File: src/rtl/control_unit.sv
// control_unit: fetch/decode/execute sequencer for the 4-bit processor.
// Drives the instruction ROM address (pc), captures the returned 8-bit
// instruction into ir, decodes it as opcode[7:4] / immediate[3:0] and
// executes it against accumulator A (acc) and operand register B (breg).
// Every instruction takes FETCH -> DECODE -> EXECUTE; HLT parks in HALT.
//
// Ports:
//   clk          clock, all state updates on rising edge
//   reset        synchronous active-high reset
//   run          fetch enable; low stalls the core in FETCH
//   instruction  ROM data for address pc (combinational)
//   pc           program counter / ROM address
//   ir           instruction register
//   acc          accumulator A
//   breg         operand register B
//   carry        ADD carry / SUB borrow flag
//   zero         result-zero flag (LDI, ADD, SUB)
//   halted       high while parked in HALT
//   retire       one-cycle pulse after an instruction completes EXECUTE
//   illegal      one-cycle pulse with retire for undefined opcodes
module control_unit (
  input  logic       clk,
  input  logic       reset,
  input  logic       run,
  input  logic [7:0] instruction,
  output logic [3:0] pc,
  output logic [7:0] ir,
  output logic [3:0] acc,
  output logic [3:0] breg,
  output logic       carry,
  output logic       zero,
  output logic       halted,
  output logic       retire,
  output logic       illegal
);

  typedef enum logic [1:0] {
    S_FETCH   = 2'd0,
    S_DECODE  = 2'd1,
    S_EXECUTE = 2'd2,
    S_HALT    = 2'd3
  } state_t;

  typedef enum logic [2:0] {
    C_NOP = 3'd0,
    C_LDI = 3'd1,
    C_ADD = 3'd2,
    C_SUB = 3'd3,
    C_JMP = 3'd4,
    C_HLT = 3'd5,
    C_ILL = 3'd6
  } opclass_t;

  state_t     state_q, state_d;
  opclass_t   cls_q, cls_d;
  logic [3:0] imm_q;
  logic [4:0] sum;
  logic [4:0] diff;

  // Opcode class from the captured instruction, latched in DECODE.
  always_comb begin
    cls_d = C_ILL;
    case (ir[7:4])
      4'b0000: cls_d = C_NOP;
      4'b0001: cls_d = C_LDI;
      4'b0010: cls_d = C_ADD;
      4'b0011: cls_d = C_SUB;
      4'b0100: cls_d = C_JMP;
      4'b1111: cls_d = C_HLT;
      default: cls_d = C_ILL;
    endcase
  end

  // 5-bit results: bit 4 is carry for ADD and borrow (A<B) for SUB.
  always_comb begin
    sum  = {1'b0, acc} + {1'b0, breg};
    diff = {1'b0, acc} - {1'b0, breg};
  end

  always_comb begin
    state_d = state_q;
    case (state_q)
      S_FETCH:   if (run) state_d = S_DECODE;
      S_DECODE:  state_d = S_EXECUTE;
      S_EXECUTE: state_d = (cls_q == C_HLT) ? S_HALT : S_FETCH;
      S_HALT:    state_d = S_HALT;
      default:   state_d = S_FETCH;
    endcase
  end

  always_ff @(posedge clk) begin
    if (reset) state_q <= S_FETCH;
    else       state_q <= state_d;
  end

  always_ff @(posedge clk) begin
    if (reset) begin
      pc      <= '0;
      ir      <= '0;
      acc     <= '0;
      breg    <= '0;
      carry   <= 1'b0;
      zero    <= 1'b0;
      retire  <= 1'b0;
      illegal <= 1'b0;
      cls_q   <= C_NOP;
      imm_q   <= '0;
    end else begin
      retire  <= 1'b0;
      illegal <= 1'b0;
      case (state_q)
        S_FETCH: begin
          if (run) begin
            ir <= instruction;
            pc <= pc + 4'd1;
          end
        end
        S_DECODE: begin
          cls_q <= cls_d;
          imm_q <= ir[3:0];
        end
        S_EXECUTE: begin
          case (cls_q)
            C_LDI: begin
              breg <= acc;
              acc  <= imm_q;
              zero <= (imm_q == 4'd0);
            end
            C_ADD: begin
              acc   <= sum[3:0];
              carry <= sum[4];
              zero  <= (sum[3:0] == 4'd0);
            end
            C_SUB: begin
              acc   <= diff[3:0];
              carry <= diff[4];
              zero  <= (diff[3:0] == 4'd0);
            end
            C_JMP:   pc <= imm_q;
            default: ;
          endcase
          retire  <= (cls_q != C_HLT);
          illegal <= (cls_q == C_ILL);
        end
        default: ;
      endcase
    end
  end

  assign halted = (state_q == S_HALT);

endmodule

File: config.mk
export PLATFORM = sky130hd
export DESIGN_NAME = control_unit
export DESIGN_NICKNAME = d
export VERILOG_FILES = /design/src/rtl/control_unit.sv
export SDC_FILE = /design/constraint.sdc
export NUM_CORES = 1
export LEC_CHECK = 0
export CORE_UTILIZATION = 38
export DETAILED_ROUTE_END_ITERATION = 6
export PLACE_DENSITY = 0.68
export SYNTH_ARGS = -nofsm -noshare
export SYNTH_HDL_FRONTEND = slang
export SYNTH_SLANG_ARGS = --single-unit
export TNS_END_PERCENT = 1
File: constraint.sdc
create_clock -name clk -period 3.9 [get_ports clk]
set_clock_uncertainty 0.2 [all_clocks]
set_input_delay 1.17 -clock clk [delete_from_list [all_inputs] [get_ports clk]]
set_output_delay 1.17 -clock clk [all_outputs]
set_load 0.01 [all_outputs]
==> impl_results.html <==
<table>
<tr><th>Metric</th><th>Value</th></tr>
<tr><th colspan="2">Die</th></tr>
<tr><td>Die span in x</td><td>about 70 µm</td></tr>
<tr><td>Full die area</td><td>4946 µm²</td></tr>
<tr><td>Placeable core region</td><td>4414 µm²</td></tr>
<tr><td>Number of cell rows</td><td>24</td></tr>
<tr><td>Total I/O pin count</td><td>36</td></tr>
<tr><td>Y dimension of the die</td><td>roughly 70 µm</td></tr>
<tr><td>Initial cell density of the core</td><td>0.4019</td></tr>
<tr><th colspan="2">Routing</th></tr>
<tr><td>Violation count after the first detailed-routing iteration</td><td>93</td></tr>
<tr><td>Detailed-route wire length per cell</td><td>approximately 13 µm</td></tr>
<tr><td>DR DRC count</td><td>0</td></tr>
<tr><td>Via count of the routed design</td><td>1,625</td></tr>
<tr><td>Remaining antenna violation count after routing</td><td>0</td></tr>
<tr><td>Overall routed net length</td><td>4009 µm</td></tr>
<tr><td>Vias per cell</td><td>5.435</td></tr>
<tr><td>First-pass DRT Iterations</td><td>4</td></tr>
<tr><th colspan="2">Logic synthesis</th></tr>
<tr><td>Seq cells post-synth</td><td>33</td></tr>
<tr><td>Most instantiated flip-flop cell in the synthesis netlist</td><td>dfxtp_1</td></tr>
<tr><td>EDFF count, synth</td><td>0</td></tr>
<tr><td>Largest cells by area after synthesis</td><td>dfxtp_1, mux2i_1, ha_1</td></tr>
<tr><td>Yosys warnings</td><td>0</td></tr>
<tr><td>Fraction of the yosys area taken by sequential cells</td><td>0.3724</td></tr>
<tr><td>Count of distinct cell types in the synthesized netlist</td><td>41</td></tr>
<tr><td>Share of Yosys cell area claimed by the top area cell type</td><td>0.3724</td></tr>
<tr><td>Async set-reset flop share out of synthesis</td><td>0</td></tr>
<tr><td>Net count after synthesis</td><td>234</td></tr>
<tr><td>Post-synth design cell area</td><td>between 1500 and 2000 µm²</td></tr>
<tr><td>Avg Cell Area, Syn</td><td>8.369 µm²</td></tr>
<tr><td>Post-synth top area cell</td><td>dfxtp_1</td></tr>
<tr><td>Number of standard cells after synthesis</td><td>212</td></tr>
<tr><th colspan="2">CTS</th></tr>
<tr><td>Clock buffer count from CTS</td><td>5</td></tr>
<tr><td>H-tree depth</td><td>2</td></tr>
<tr><td>TritonCTS clock tree</td><td>done</td></tr>
<tr><td>CTS Hold Bufs</td><td>0</td></tr>
<tr><td>Clock-pin slew on the worst setup and hold paths</td><td>roughly 0.07 ns</td></tr>
<tr><td>Number of gates resized after cts</td><td>0</td></tr>
<tr><td>Buffers inserted by post-CTS timing repair</td><td>0</td></tr>
<tr><td>Clock latency reported for the late side of the worst-skew pair</td><td>0.29 ns</td></tr>
<tr><td>CTS max path bufs</td><td>2</td></tr>
<tr><td>Clock root buffer master</td><td>clkbuf_8</td></tr>
<tr><td>Num Clock Sinks</td><td>33</td></tr>
<tr><th colspan="2">Placement</th></tr>
<tr><td>Number of buffers inserted by port buffering</td><td>35</td></tr>
<tr><td>Total placed instance area</td><td>2168 µm²</td></tr>
<tr><td>Placed Instances</td><td>292</td></tr>
<tr><td>HPWL after DPL</td><td>roughly 2900 µm</td></tr>
<tr><td>Routability cong.</td><td>0.8582</td></tr>
<tr><th colspan="2">Power</th></tr>
<tr><td>Part of the power in combinational logic</td><td>0.114</td></tr>
<tr><td>Maximum vdd ir drop</td><td>244.0 µV</td></tr>
<tr><td>LEAKAGE</td><td>0.8679 nW</td></tr>
<tr><td>Switching part of the total</td><td>0.2565</td></tr>
<tr><td>Clk pwr share</td><td>0.378</td></tr>
<tr><td>Int Power</td><td>530.7 µW</td></tr>
<tr><td>Post-route total power</td><td>713.8 µW</td></tr>
<tr><td>Sw Pwr</td><td>about 180 µW</td></tr>
<tr><td>Power density normalized to cell area</td><td>316.0 nW/µm²</td></tr>
<tr><td>Relative contribution of sequential cells to total power</td><td>0.508</td></tr>
<tr><th colspan="2">Timing</th></tr>
<tr><td>Setup TNS</td><td>0 ns</td></tr>
<tr><td>Max-slew violation total from the final report</td><td>0</td></tr>
<tr><td>Final hold violations</td><td>0</td></tr>
<tr><td>Unrepaired setup endpoints after global routing</td><td>no</td></tr>
<tr><td>Highest clock frequency the design can meet</td><td>between 300 and 400 MHz</td></tr>
<tr><td>Total of endpoints with negative setup slack in the final report</td><td>0</td></tr>
<tr><td>Final period util</td><td>0.7268</td></tr>
<tr><td>Worst max-slew margin expressed relative to the limit</td><td>0.5862</td></tr>
<tr><td>Post-layout min period</td><td>between 2 and 3 ns</td></tr>
<tr><td>Worst slew pin tran</td><td>around 0.6 ns</td></tr>
<tr><th colspan="2">Critical path</th></tr>
<tr><td>Critical path type</td><td>reg2out</td></tr>
<tr><td>Data arrival, critical path</td><td>1.46 ns</td></tr>
<tr><td>Data required time of the critical path</td><td>2.53 ns</td></tr>
<tr><td>Worst setup SP type</td><td>register</td></tr>
<tr><td>Type of destination of the critical path</td><td>output pin</td></tr>
<tr><td>Crit-path max FO</td><td>9</td></tr>
<tr><th colspan="2">Global route</th></tr>
<tr><td>First-pass GRT wire length</td><td>6872 µm</td></tr>
<tr><td>Vias in the first global route</td><td>roughly 1,500</td></tr>
<tr><td>Number of antenna violations at the first check in global routing</td><td>0</td></tr>
<tr><td>Global router's overall resource usage</td><td>0.1733</td></tr>
<tr><td>Pin count of the biggest net entering global routing</td><td>26</td></tr>
<tr><td>Total grt overflow</td><td>0</td></tr>
<tr><th colspan="2">Finish</th></tr>
<tr><td>Layout cell share with drive strength beyond 1</td><td>0.04858</td></tr>
<tr><td>Layout net count</td><td>269</td></tr>
<tr><td>Post-route cell area</td><td>2258 µm²</td></tr>
<tr><td>Area Overhead vs Synth</td><td>27.29%</td></tr>
<tr><td>Antenna diode instance count</td><td>0</td></tr>
<tr><td>Count of filler cells inserted in the layout</td><td>420</td></tr>
<tr><td>Final std cells w/o fill</td><td>~300</td></tr>
<tr><th colspan="2">Worst hold path</th></tr>
<tr><td>Class of the worst hold path</td><td>reg2reg</td></tr>
<tr><th colspan="2">Outcome</th></tr>
<tr><td>Result of the run</td><td>finished clean</td></tr>
<tr><th colspan="2">Flow run</th></tr>
<tr><td>Max Cap Viol</td><td>0</td></tr>
</table>
[sequential cells by signal, indices dropped and copies added, names as in the netlist]
register	cells
state_q	2
illegal	1
pc	4
carry	1
ir	8
zero	1
breg	4
cls_q	3
retire	1
acc	4
imm_q	4
[per-stage QoR]
step                      setup WS [ns]  utilization  hold slack, ns
after CTS                         1.059       0.5116          0.2758
final                             1.066       0.5116          0.2725
after global placement           0.9459       0.4912          0.2582
after floorplan                   1.684            -          0.2536
after global routing             0.9930       0.5116          0.3078
after detailed placement         0.8462       0.4912          0.2627
[layout make-up]
cell class	instances	area, µm²	area share
tap	52	65.06	0.02881
clock buffer	6	82.58	0.03657
timing repair buffer	37	365.4	0.1618
sequential	33	660.6	0.2925
clock inverter	1	7.507	0.003324
inverter	11	41.29	0.01828
multi-input combinational	159	1036	0.4587
[layer usage]
layer	global-route usage	part of all wire	vias to the layer above	wire length, µm
met3	0.04329	0.037	6	148
met4	0.06000	0.014	0	56
met5	0	0	-	0
met1	0.2335	0.48	771	1938
met2	0.2677	0.47	35	1866
li1	-	-	813	-
[power groups by stage]
stage | Combinational (mW) | Clock, mW | Sequential, mW
after CTS | 0.0822 | 0.275 | 0.362
after global placement | 0.0810 | 0 | 0.370
final | 0.0815 | 0.270 | 0.363
after global routing | 0.0899 | 0.290 | 0.365
after detailed placement | 0.0818 | 0 | 0.370
after floorplan | 0.0449 | 0 | 0.370
[synthesized netlist by cell type, types with 3 or more instances]
master,count
dfxtp_1,33
nand2_1,21
nor2_1,20
a21oi_1,17
mux2i_1,13
inv_1,11
o21ai_0,10
ha_1,9
nand2b_1,6
nand3_1,6
nor2b_1,6
clkbuf_1,5
nor3_1,5
nand4_1,4
or3_1,4
a211o_1,3
a21o_1,3
and2_1,3
buf_2,3
nand3b_1,3
nor3b_1,3
[critical path, cell delays in order (launching register included)]
cell             delay (ns)
dfxtp_1                0.48
and2_1                 0.17
clkdlybuf4s50_1        0.53
[kinds of logic (layout without fill, tap and decap cells)]
family / count (synthesis) / count (layout) / share of synthesized area
AOI/OAI and AO/OA: 47 / 47 / 0.1672
xor gates and xnor gates: 2 / 2 / 0.009875
adders and majority gates: 11 / 11 / 0.08604
buffers and inverters: 20 / 55 / 0.04654
DFF: 33 / 33 / 0.3724
muxes: 13 / 13 / 0.07334
and+or+nand+nor: 86 / 86 / 0.2447
[cells in the final DEF (no fill, tap or decap), types with 5 or more instances in the layout]
master / n
nand3_1: 6
dfxtp_1: 33
nand2_1: 21
a21oi_1: 17
mux2i_1: 13
ha_1: 9
nor3_1: 5
nor2b_1: 6
nand2b_1: 6
inv_1: 11
o21ai_0: 10
clkbuf_8: 6
nor2_1: 20
clkdlybuf4s50_1: 35
[path summary, 6_finish.rpt]
check	to	cells after the start	slack, ns	from
min reg2reg	imm_q[2]	2	0.27	ir[2]
min	imm_q[2]	2	0.27	ir[2]
max reg2reg	zero	7	1.65	acc[0]
max	halted	2	1.07	state_q[0]
No activity file was read; power rests on OpenSTA's default activity.
